[src/rtl/fifo_pkg.sv]
// Shared definitions for the parametrised FIFO family: default sizes and the
// width helper used to size pointers and occupancy counters.
package fifo_pkg;

  localparam int FIFO_DEPTH_DEFAULT = 4;
  localparam int FIFO_WIDTH_DEFAULT = 704;

  // Ceiling log2 of a positive value, written with a bounded loop so it
  // elaborates as a constant function in every tool.
  function automatic int clog2(input int value);
    int result;
    result = 0;
    for (int i = 0; i < 31; i++) begin
      if ((1 << i) < value) begin
        result = i + 1;
      end
    end
    return result;
  endfunction

endpackage

[src/rtl/fifo_ptr_wrap.sv]
// Ring pointer that counts 0..DEPTH-1 and wraps back to zero, so the FIFO
// works for any depth and not only for powers of two.
module fifo_ptr_wrap
  import fifo_pkg::*;
#(
  parameter int DEPTH = FIFO_DEPTH_DEFAULT,
  parameter int PW    = clog2(DEPTH)
) (
  input  logic          CLK,
  input  logic          nRST,
  input  logic          clear_i,
  input  logic          advance_i,
  output logic [PW-1:0] ptr_o
);

  logic [PW-1:0] ptr_q;
  logic [PW-1:0] ptr_d;

  // Next pointer: clear wins over advance; the last slot wraps to zero.
  always_comb begin
    ptr_d = ptr_q;
    if (clear_i) begin
      ptr_d = '0;
    end else if (advance_i) begin
      ptr_d = (ptr_q == PW'(DEPTH - 1)) ? '0 : ptr_q + PW'(1);
    end
  end

  // Pointer register, zeroed asynchronously by reset.
  always_ff @(posedge CLK or negedge nRST) begin
    if (!nRST) begin
      ptr_q <= '0;
    end else begin
      ptr_q <= ptr_d;
    end
  end

  assign ptr_o = ptr_q;

endmodule

[src/rtl/fifo_n_oc.sv]
// N-entry FIFO with enq/deq/first method handshakes, occupancy count,
// almost-full flag, synchronous flush and an optional pipeline mode in
// which a full FIFO still accepts an enqueue when a dequeue fires alongside.
module fifo_n_oc
  import fifo_pkg::*;
#(
  parameter int WIDTH    = FIFO_WIDTH_DEFAULT,
  parameter int DEPTH    = FIFO_DEPTH_DEFAULT,
  parameter int AFULL    = 3,
  parameter int PIPELINE = 0
) (
  input  logic                        CLK,
  input  logic                        nRST,
  input  logic                        in_enq__ENA,
  input  logic [WIDTH-1:0]            in_enq_v,
  output logic                        in_enq__RDY,
  input  logic                        out_deq__ENA,
  output logic                        out_deq__RDY,
  output logic [WIDTH-1:0]            out_first,
  output logic                        out_first__RDY,
  input  logic                        flush,
  output logic [clog2(DEPTH+1)-1:0]   count,
  output logic                        almost_full
);

  localparam int PW = clog2(DEPTH);
  localparam int CW = clog2(DEPTH + 1);

  logic [WIDTH-1:0] mem_q [DEPTH];
  logic [CW-1:0]    count_q;
  logic [CW-1:0]    count_d;
  logic [PW-1:0]    rdPtr;
  logic [PW-1:0]    wrPtr;
  logic             notEmpty;
  logic             enqFire;
  logic             deqFire;

  assign notEmpty = (count_q != '0);

  // The pipeline path only looks at the dequeue side, so enqueue ENA never
  // loops back into enqueue RDY.
  assign in_enq__RDY    = (count_q != CW'(DEPTH)) |
                          ((PIPELINE != 0) & out_deq__ENA & notEmpty);
  assign out_deq__RDY   = notEmpty;
  assign out_first__RDY = notEmpty;
  assign out_first      = notEmpty ? mem_q[rdPtr] : '0;
  assign count          = count_q;
  assign almost_full    = (count_q >= CW'(AFULL));

  // Flush overrides both methods, so neither strobe takes effect that cycle.
  assign enqFire = in_enq__ENA & in_enq__RDY & ~flush;
  assign deqFire = out_deq__ENA & notEmpty & ~flush;

  fifo_ptr_wrap #(.DEPTH(DEPTH), .PW(PW)) uRdPtr (
    .CLK       (CLK),
    .nRST      (nRST),
    .clear_i   (flush),
    .advance_i (deqFire),
    .ptr_o     (rdPtr)
  );

  fifo_ptr_wrap #(.DEPTH(DEPTH), .PW(PW)) uWrPtr (
    .CLK       (CLK),
    .nRST      (nRST),
    .clear_i   (flush),
    .advance_i (enqFire),
    .ptr_o     (wrPtr)
  );

  // Occupancy moves only when exactly one of enq/deq fires.
  always_comb begin
    count_d = count_q;
    if (flush) begin
      count_d = '0;
    end else if (enqFire && !deqFire) begin
      count_d = count_q + CW'(1);
    end else if (deqFire && !enqFire) begin
      count_d = count_q - CW'(1);
    end
  end

  // Occupancy register, cleared asynchronously by reset.
  always_ff @(posedge CLK or negedge nRST) begin
    if (!nRST) begin
      count_q <= '0;
    end else begin
      count_q <= count_d;
    end
  end

  // Payload storage is not reset; the count keeps stale slots invisible.
  always_ff @(posedge CLK) begin
    if (enqFire) begin
      mem_q[wrPtr] <= in_enq_v;
    end
  end

endmodule

[config.mk]
export PLATFORM = sky130hd
export DESIGN_NAME = fifo_n_oc
export DESIGN_NICKNAME = d
export VERILOG_FILES = /design/src/rtl/fifo_pkg.sv /design/src/rtl/fifo_ptr_wrap.sv /design/src/rtl/fifo_n_oc.sv
export SDC_FILE = /design/constraint.sdc
export NUM_CORES = 2
export LEC_CHECK = 0
export CAP_MARGIN = 20
export CORE_AREA = 4 4 544 546
export CTS_CLUSTER_DIAMETER = 120
export DETAILED_ROUTE_END_ITERATION = 7
export DIE_AREA = 0 0 548 550
export MAX_ROUTING_LAYER = met4
export PLACE_DENSITY_LB_ADDON = 0.05
export SLEW_MARGIN = 25
export SYNTH_ARGS = -nofsm -noshare
export SYNTH_HDL_FRONTEND = slang
export SYNTH_HIERARCHICAL = 1
export SYNTH_SLANG_ARGS = --single-unit
[constraint.sdc]
create_clock -name CLK -period 131.5 [get_ports CLK]
set_clock_uncertainty 0.05 [all_clocks]
set_input_delay 26.3 -clock CLK [delete_from_list [all_inputs] [get_ports CLK]]
set_output_delay 26.3 -clock CLK [all_outputs]
set_load 0.02 [all_outputs]
== Yosys cells after proc, flatten, opt, wreduce, memory -nomap -nowiden ==
Memory sizes are Yosys's and may differ from the RTL's.
Index checks and enable logic that the tools add are counted.

* Add/subtract/negate cells: 4
* Multiplexer cells: 12
* Reduce and logical (&&, ||, !) cells: 8
* Eq/ne operators: 3
* $lt $le $gt $ge: 1
* Bitwise gates (word level): 5

{| class="wikitable"
|+ Operators with widths
! operator !! count
|-
| $mux 704 || 1
|-
| $mux 2 || 6
|-
| $mux 3 || 3
|-
| $reduce_bool 3->1 || 2
|-
| $add 2x1->2 const B || 2
|-
| $and 1x1->1 || 4
|-
| $eq 2x2->1 const B || 2
|-
| $reduce_bool 2->1 || 2
|-
| $add 3x1->3 const B || 1
|-
| $ge 3x2->1 const B || 1
|-
| $ne 3x3->1 const B || 1
|-
| $sub 3x1->3 const B || 1
|-
| $logic_and 1x1->1 || 2
|-
| $logic_not 1->1 || 2
|-
| $mux 1 || 2
|-
| $not 1->1 || 1
|}

* Memories kept: 1
* Input bits: 709
* Register bits after elaboration: 7
* Bits in writable memories: 2816

{| class="wikitable"
|+ Memories
! memory !! words !! bits a word !! rd ports !! clocked after memory_dff !! wr ports !! RTL line !! RTL
|-
| mem_q || 4 || 704 || 1 || 0 || 1 || fifo_n_oc.sv:29 || <nowiki>logic [WIDTH-1:0] mem_q [DEPTH];</nowiki>
|}

== Longest topological paths before layout ==
* Depth after elaboration: 8
* Mapped depth: 9
* Depth with buffers taken out: 8

== Cells and area by module ==
The synthesis kept the hierarchy.

{| class="wikitable"
|+ Modules (own cells, without submodules)
! module !! area an instance (µm²) !! seq. area each (µm²) !! cells an instance !! times used
|-
| fifo_n_oc || 106554.7 || 84636.2 || 4492 || 1
|-
| fifo_ptr_wrap || 100.1 || 50.0 || 8 || 2
|}

== Least setup slack after synthesis ==
Ideal clock, no wire load.

* Kind: in2reg
* Start: input flush
* End: memory mem_q[1][0] (netlist bit) (enable)
* Data required time: 128668 ps
* Setup time: 2782 ps
* Setup slack: 51273 ps
* Stages on the path: 2
* Arrival: 77396 ps
* Path through: nand3b_2 > nor3b_1

* Longest elaborated chain between the ends: 4

{| class="wikitable"
|+ Ends and longest elaborated chain
! item !! RTL line !! RTL
|-
| start: declaration || fifo_n_oc.sv:21 || <nowiki>input logic flush,</nowiki>
|-
| $not 1->1 || fifo_n_oc.sv:51 || <nowiki>assign enqFire = in_enq__ENA & in_enq__RDY & ~flush;</nowiki>
|-
| $and 1x1->1 || fifo_n_oc.sv:51 ||
|-
| $mux 1 || fifo_n_oc.sv:93 || <nowiki>if (enqFire) begin</nowiki>
|-
| $mux 1 (implied by the code) || fifo_n_oc.sv:94 || <nowiki>mem_q[wrPtr] <= in_enq_v;</nowiki>
|-
| end: declaration || fifo_n_oc.sv:29 ||
|}

No other way between the ends.

== Worst setup path after layout ==
* Start: register uRdPtr.ptr_q[1] (netlist: uRdPtr/ptr_o[1])
* End: output out_first[540]

* Longest elaborated chain between the ends: 2

{| class="wikitable"
|+ Ends and longest elaborated chain
! item !! RTL line !! RTL
|-
| start: declaration || fifo_ptr_wrap.sv:16 || <nowiki>logic [PW-1:0] ptr_q;</nowiki>
|-
| start signal: assignment || fifo_ptr_wrap.sv:34 || <nowiki>ptr_q <= ptr_d;</nowiki>
|-
| $mem_v2 4x704 || - ||
|-
| $mux 704 || fifo_n_oc.sv:46 || <nowiki>assign out_first = notEmpty ? mem_q[rdPtr] : '0;</nowiki>
|-
| end: declaration || fifo_n_oc.sv:19 || <nowiki>output logic [WIDTH-1:0] out_first,</nowiki>
|}

No other way between the ends.

==> flow_metrics.env <==
export IMPL_num_io_pins=1420
export IMPL_grt_ovfl_total=0
export IMPL_r2r_slack_ps=124590
export IMPL_synthAdderAreaFrac_pct=0.0422
export IMPL_final_nets=6809
export IMPL_cts_resized=0
export IMPL_multi_input_area_sq_um=20600
export IMPL_relSlewSlack_pct=26.8
export IMPL_worst_pin_slew_ps=1100
export IMPL_globalplace_congestion=0.786
export IMPL_clk_insertion_delay_late_ps=880
export IMPL_num_rows=198
export IMPL_synthSimpleGateAreaFrac_pct=4.25
export IMPL_path_depth=8
export IMPL_die_x_microns=548
export IMPL_p_clk_share_pct=31.3
export IMPL_cts_tree="done"
export IMPL_path_clk_slew_ps=50
export IMPL_rr_endpoint="mem_q[0][208]$_DFFE_PP_"
export IMPL_rsz0062_at_grt="false"
export IMPL_cp_end_kind="output port"
export IMPL_fill_cells=24400
export IMPL_finalSetupViolations=0
export IMPL_period_minus_slack_ps=33640
export IMPL_die_h_microns=550
export IMPL_crit_path_top_delay_cell="dfrtp_4"
export IMPL_reg2reg_depth=10
export IMPL_synth_compound_area_share_pct=0.0281
export IMPL_synth_nets=5220
export IMPL_path_cells="buf_4, buf_4, buf_4, buf_4, buf_4, mux4_2, and2_1, clkdlybuf4s50_1"
export IMPL_path_class="register to output port"
export IMPL_internal_power_mw=1.83
export IMPL_drc=0
export IMPL_grt_antenna_before_repair=224
export IMPL_grtUsageTotal_pct=21.4
export IMPL_syn_inst=4508
export IMPL_synth_warning_count=6
export IMPL_fin_crit_sh_pct=25.6
export IMPL_wire_per_inst_microns=30.9
export IMPL_ys_seq_area_share_pct=79.4
export IMPL_syn_avg_cell_area_sq_um=23.7
export IMPL_drtPass1Iterations=5
export IMPL_layout_commonest_cell="edfxtp_1"
export IMPL_fmax_ghz=0.0297
export IMPL_power_density_nw_per_um2=19.6
export IMPL_cp_top_family="buffers and inverters"
export IMPL_cap_violations=0
export IMPL_syn2layout_area_growth_pct=26.7
export IMPL_place_ws_ps=97720
export IMPL_drtIter0Drc=4100
export IMPL_synth_ff_type="edfxtp_1"
export IMPL_cts_root_buf="clkbuf_16"
export IMPL_p_switching_uw=827
export IMPL_slew_viol_final=0
export IMPL_post_synth_instance_area_sq_um=107000
export IMPL_hp_start="uWrPtr/ptr_o[1]$_DFFE_PN0P_"
export IMPL_start_util_pct=36.7
export IMPL_finalSetupTns_ps=0
export IMPL_grt_pass1_vias=54900
export IMPL_vias_per_cell=5.04
export IMPL_synth_xor_area_share_pct=0.00820
export IMPL_finalHoldViolCount=0
export IMPL_critPathLaunchType="register"
export IMPL_timing_rr_start="count[2]$_DFFE_PN0P_"
export IMPL_hp_class="register to register"
export IMPL_coreArea_sq_um=291000
export IMPL_ant_nets=0
export IMPL_p_leak_nw=41.9
export IMPL_numCtsBuffers=314
export IMPL_portBuffers=1419
export IMPL_cts_sinks=2823
export IMPL_async_flop_share_pct=0.248
export IMPL_layout_setup_ws_ps=97860
export IMPL_final_util_pct=46.5
export IMPL_path_common_cell="buf_4"
export IMPL_peakVddDrop_mv=0.0232
export IMPL_hold_buffers=0
export IMPL_slowest_delay_ps=970
export IMPL_grt_pass1_wl_mm=441
export IMPL_synth_top_family_by_area="multiplexers"
export IMPL_combPwrFrac_pct=29.7
export IMPL_status="finished clean"
export IMPL_h_tree_depth=5
export IMPL_num_vias=52300
export IMPL_cp_endpoint="out_first[540]"
export IMPL_final_cell_mix="2816 x edfxtp_1, 1419 x clkdlybuf4s50_1, 704 x mux4_2, 704 x and2_1, 315 x clkbuf_16"
export IMPL_area_sequential_sq_um=84700
export IMPL_cts_buffer_depth=4
export IMPL_cts_setup_buffers=0
export IMPL_dieArea_sq_um=301000
export IMPL_crit_start="uRdPtr/ptr_o[1]$_DFFE_PN0P_"
export IMPL_yosys_register_bits=2823
export IMPL_arrival_ps=7290
export IMPL_route_final_wire_length_mm=321
export IMPL_grt_max_degree=121
export IMPL_muxShareOfSynthArea_pct=14.9
export IMPL_drive_gt1_share_pct=19.1
export IMPL_path_max_fanout=58
export IMPL_ys_types=30
export IMPL_required_ps=105150
export IMPL_dp_hpwl_mm=216
export IMPL_synth_enable_flop_cells=2816
export IMPL_seq_power_share_pct=38.9
export IMPL_crit_buf_inv=6
export IMPL_switching_share_pct=31.2
## through the flow
stage               hold slack [ps]  cell area (sq um)  instances  power, mW
global placement                600             125000       9680       1.86
detailed placement              609             125000       9681       1.86
global route                    673             135000      10400       2.77
CTS                             629             135000      10200       2.70
finish                          624             135000      10400       2.66
floorplan                       480             107000       4508       1.49
## cell type report
type / instances / area share [%]
antenna: 127 / 0.235
clock buffer: 381 / 6.01
clock inverter: 178 / 1.17
inverter: 3 / 0.00832
multi-input combinational: 1446 / 15.2
sequential: 2823 / 62.6
tap: 3900 / 3.61
timing repair buffer: 1509 / 11.1
## flip-flops by register name, indices dropped and copies added, names as in the netlist
| name | cells |
|---|---|
| uRdPtr/ptr_o | 2 |
| mem_q | 2816 |
| count | 3 |
| uWrPtr/ptr_o | 2 |
## worst reg2reg max path, stage by stage (launching register included)
cell and delay (ps):
dfrtp_1 430, or3b_4 260, nand3b_2 180, nor3_2 250, buf_4 750, buf_4 700
buf_4 740, buf_4 840, buf_4 700, buf_4 720, buf_4 850
## worst min-delay path by stage
stage | slack [ps] | end | cells after the start
global route | 670 | uWrPtr/ptr_o[0]$_DFFE_PN0P_ | 2
finish | 620 | uWrPtr/ptr_o[1]$_DFFE_PN0P_ | 2
floorplan | 480 | uRdPtr/ptr_o[1]$_DFFE_PN0P_ | 2
global placement | 600 | uWrPtr/ptr_o[1]$_DFFE_PN0P_ | 2
CTS | 630 | uWrPtr/ptr_o[1]$_DFFE_PN0P_ | 2
detailed placement | 610 | uWrPtr/ptr_o[1]$_DFFE_PN0P_ | 2
## power groups by stage
stage / clock (mW) / sequential [mW] / combinational, mW
finish: 0.832 / 1.03 / 0.790
global route: 0.898 / 1.04 / 0.832
CTS: 0.856 / 1.03 / 0.812
detailed placement: 0 / 1.05 / 0.809
global placement: 0 / 1.05 / 0.811
floorplan: 0 / 1.11 / 0.376
## layer usage
layer	GRT usage, %	wire, microns	vias up
met2	34.7	158000	1916
met3	8.64	32400	568
met4	6.14	10300	0
met1	24.6	120000	27800
met5	-	0	-
li1	-	-	22100
## synthesized netlist by cell type, types with 2 or more instances
| master | count | area (sq um) |
|---|---|---|
| edfxtp_1 | 2816 | 84600 |
| nor2_1 | 10 | 37.5 |
| inv_1 | 3 | 11.3 |
| clkbuf_1 | 83 | 312 |
| buf_2 | 79 | 395 |
| nand2_1 | 2 | 7.51 |
| or3b_1 | 2 | 17.5 |
| and3_1 | 2 | 12.5 |
| mux2_2 | 2 | 22.5 |
| and2_1 | 704 | 4400 |
| buf_6 | 63 | 709 |
| nand2b_1 | 2 | 12.5 |
| buf_1 | 9 | 33.8 |
| mux2i_1 | 3 | 30.0 |
| dfrtp_1 | 7 | 175 |
| ha_1 | 2 | 25.0 |
| buf_4 | 2 | 15.0 |
| a21oi_2 | 2 | 17.5 |
| mux4_2 | 704 | 15900 |
## logic make-up (layout without fill, tap and decap cells)
group,after synthesis,count (layout)
xor+xnor,1,1
other cells,0,127
fa+ha+maj,3,3
flops,2823,2823
buf+inv,239,2071
compound gates,4,4
mux,710,710
simple gates,728,728
Power figures use the tool's default switching activity.
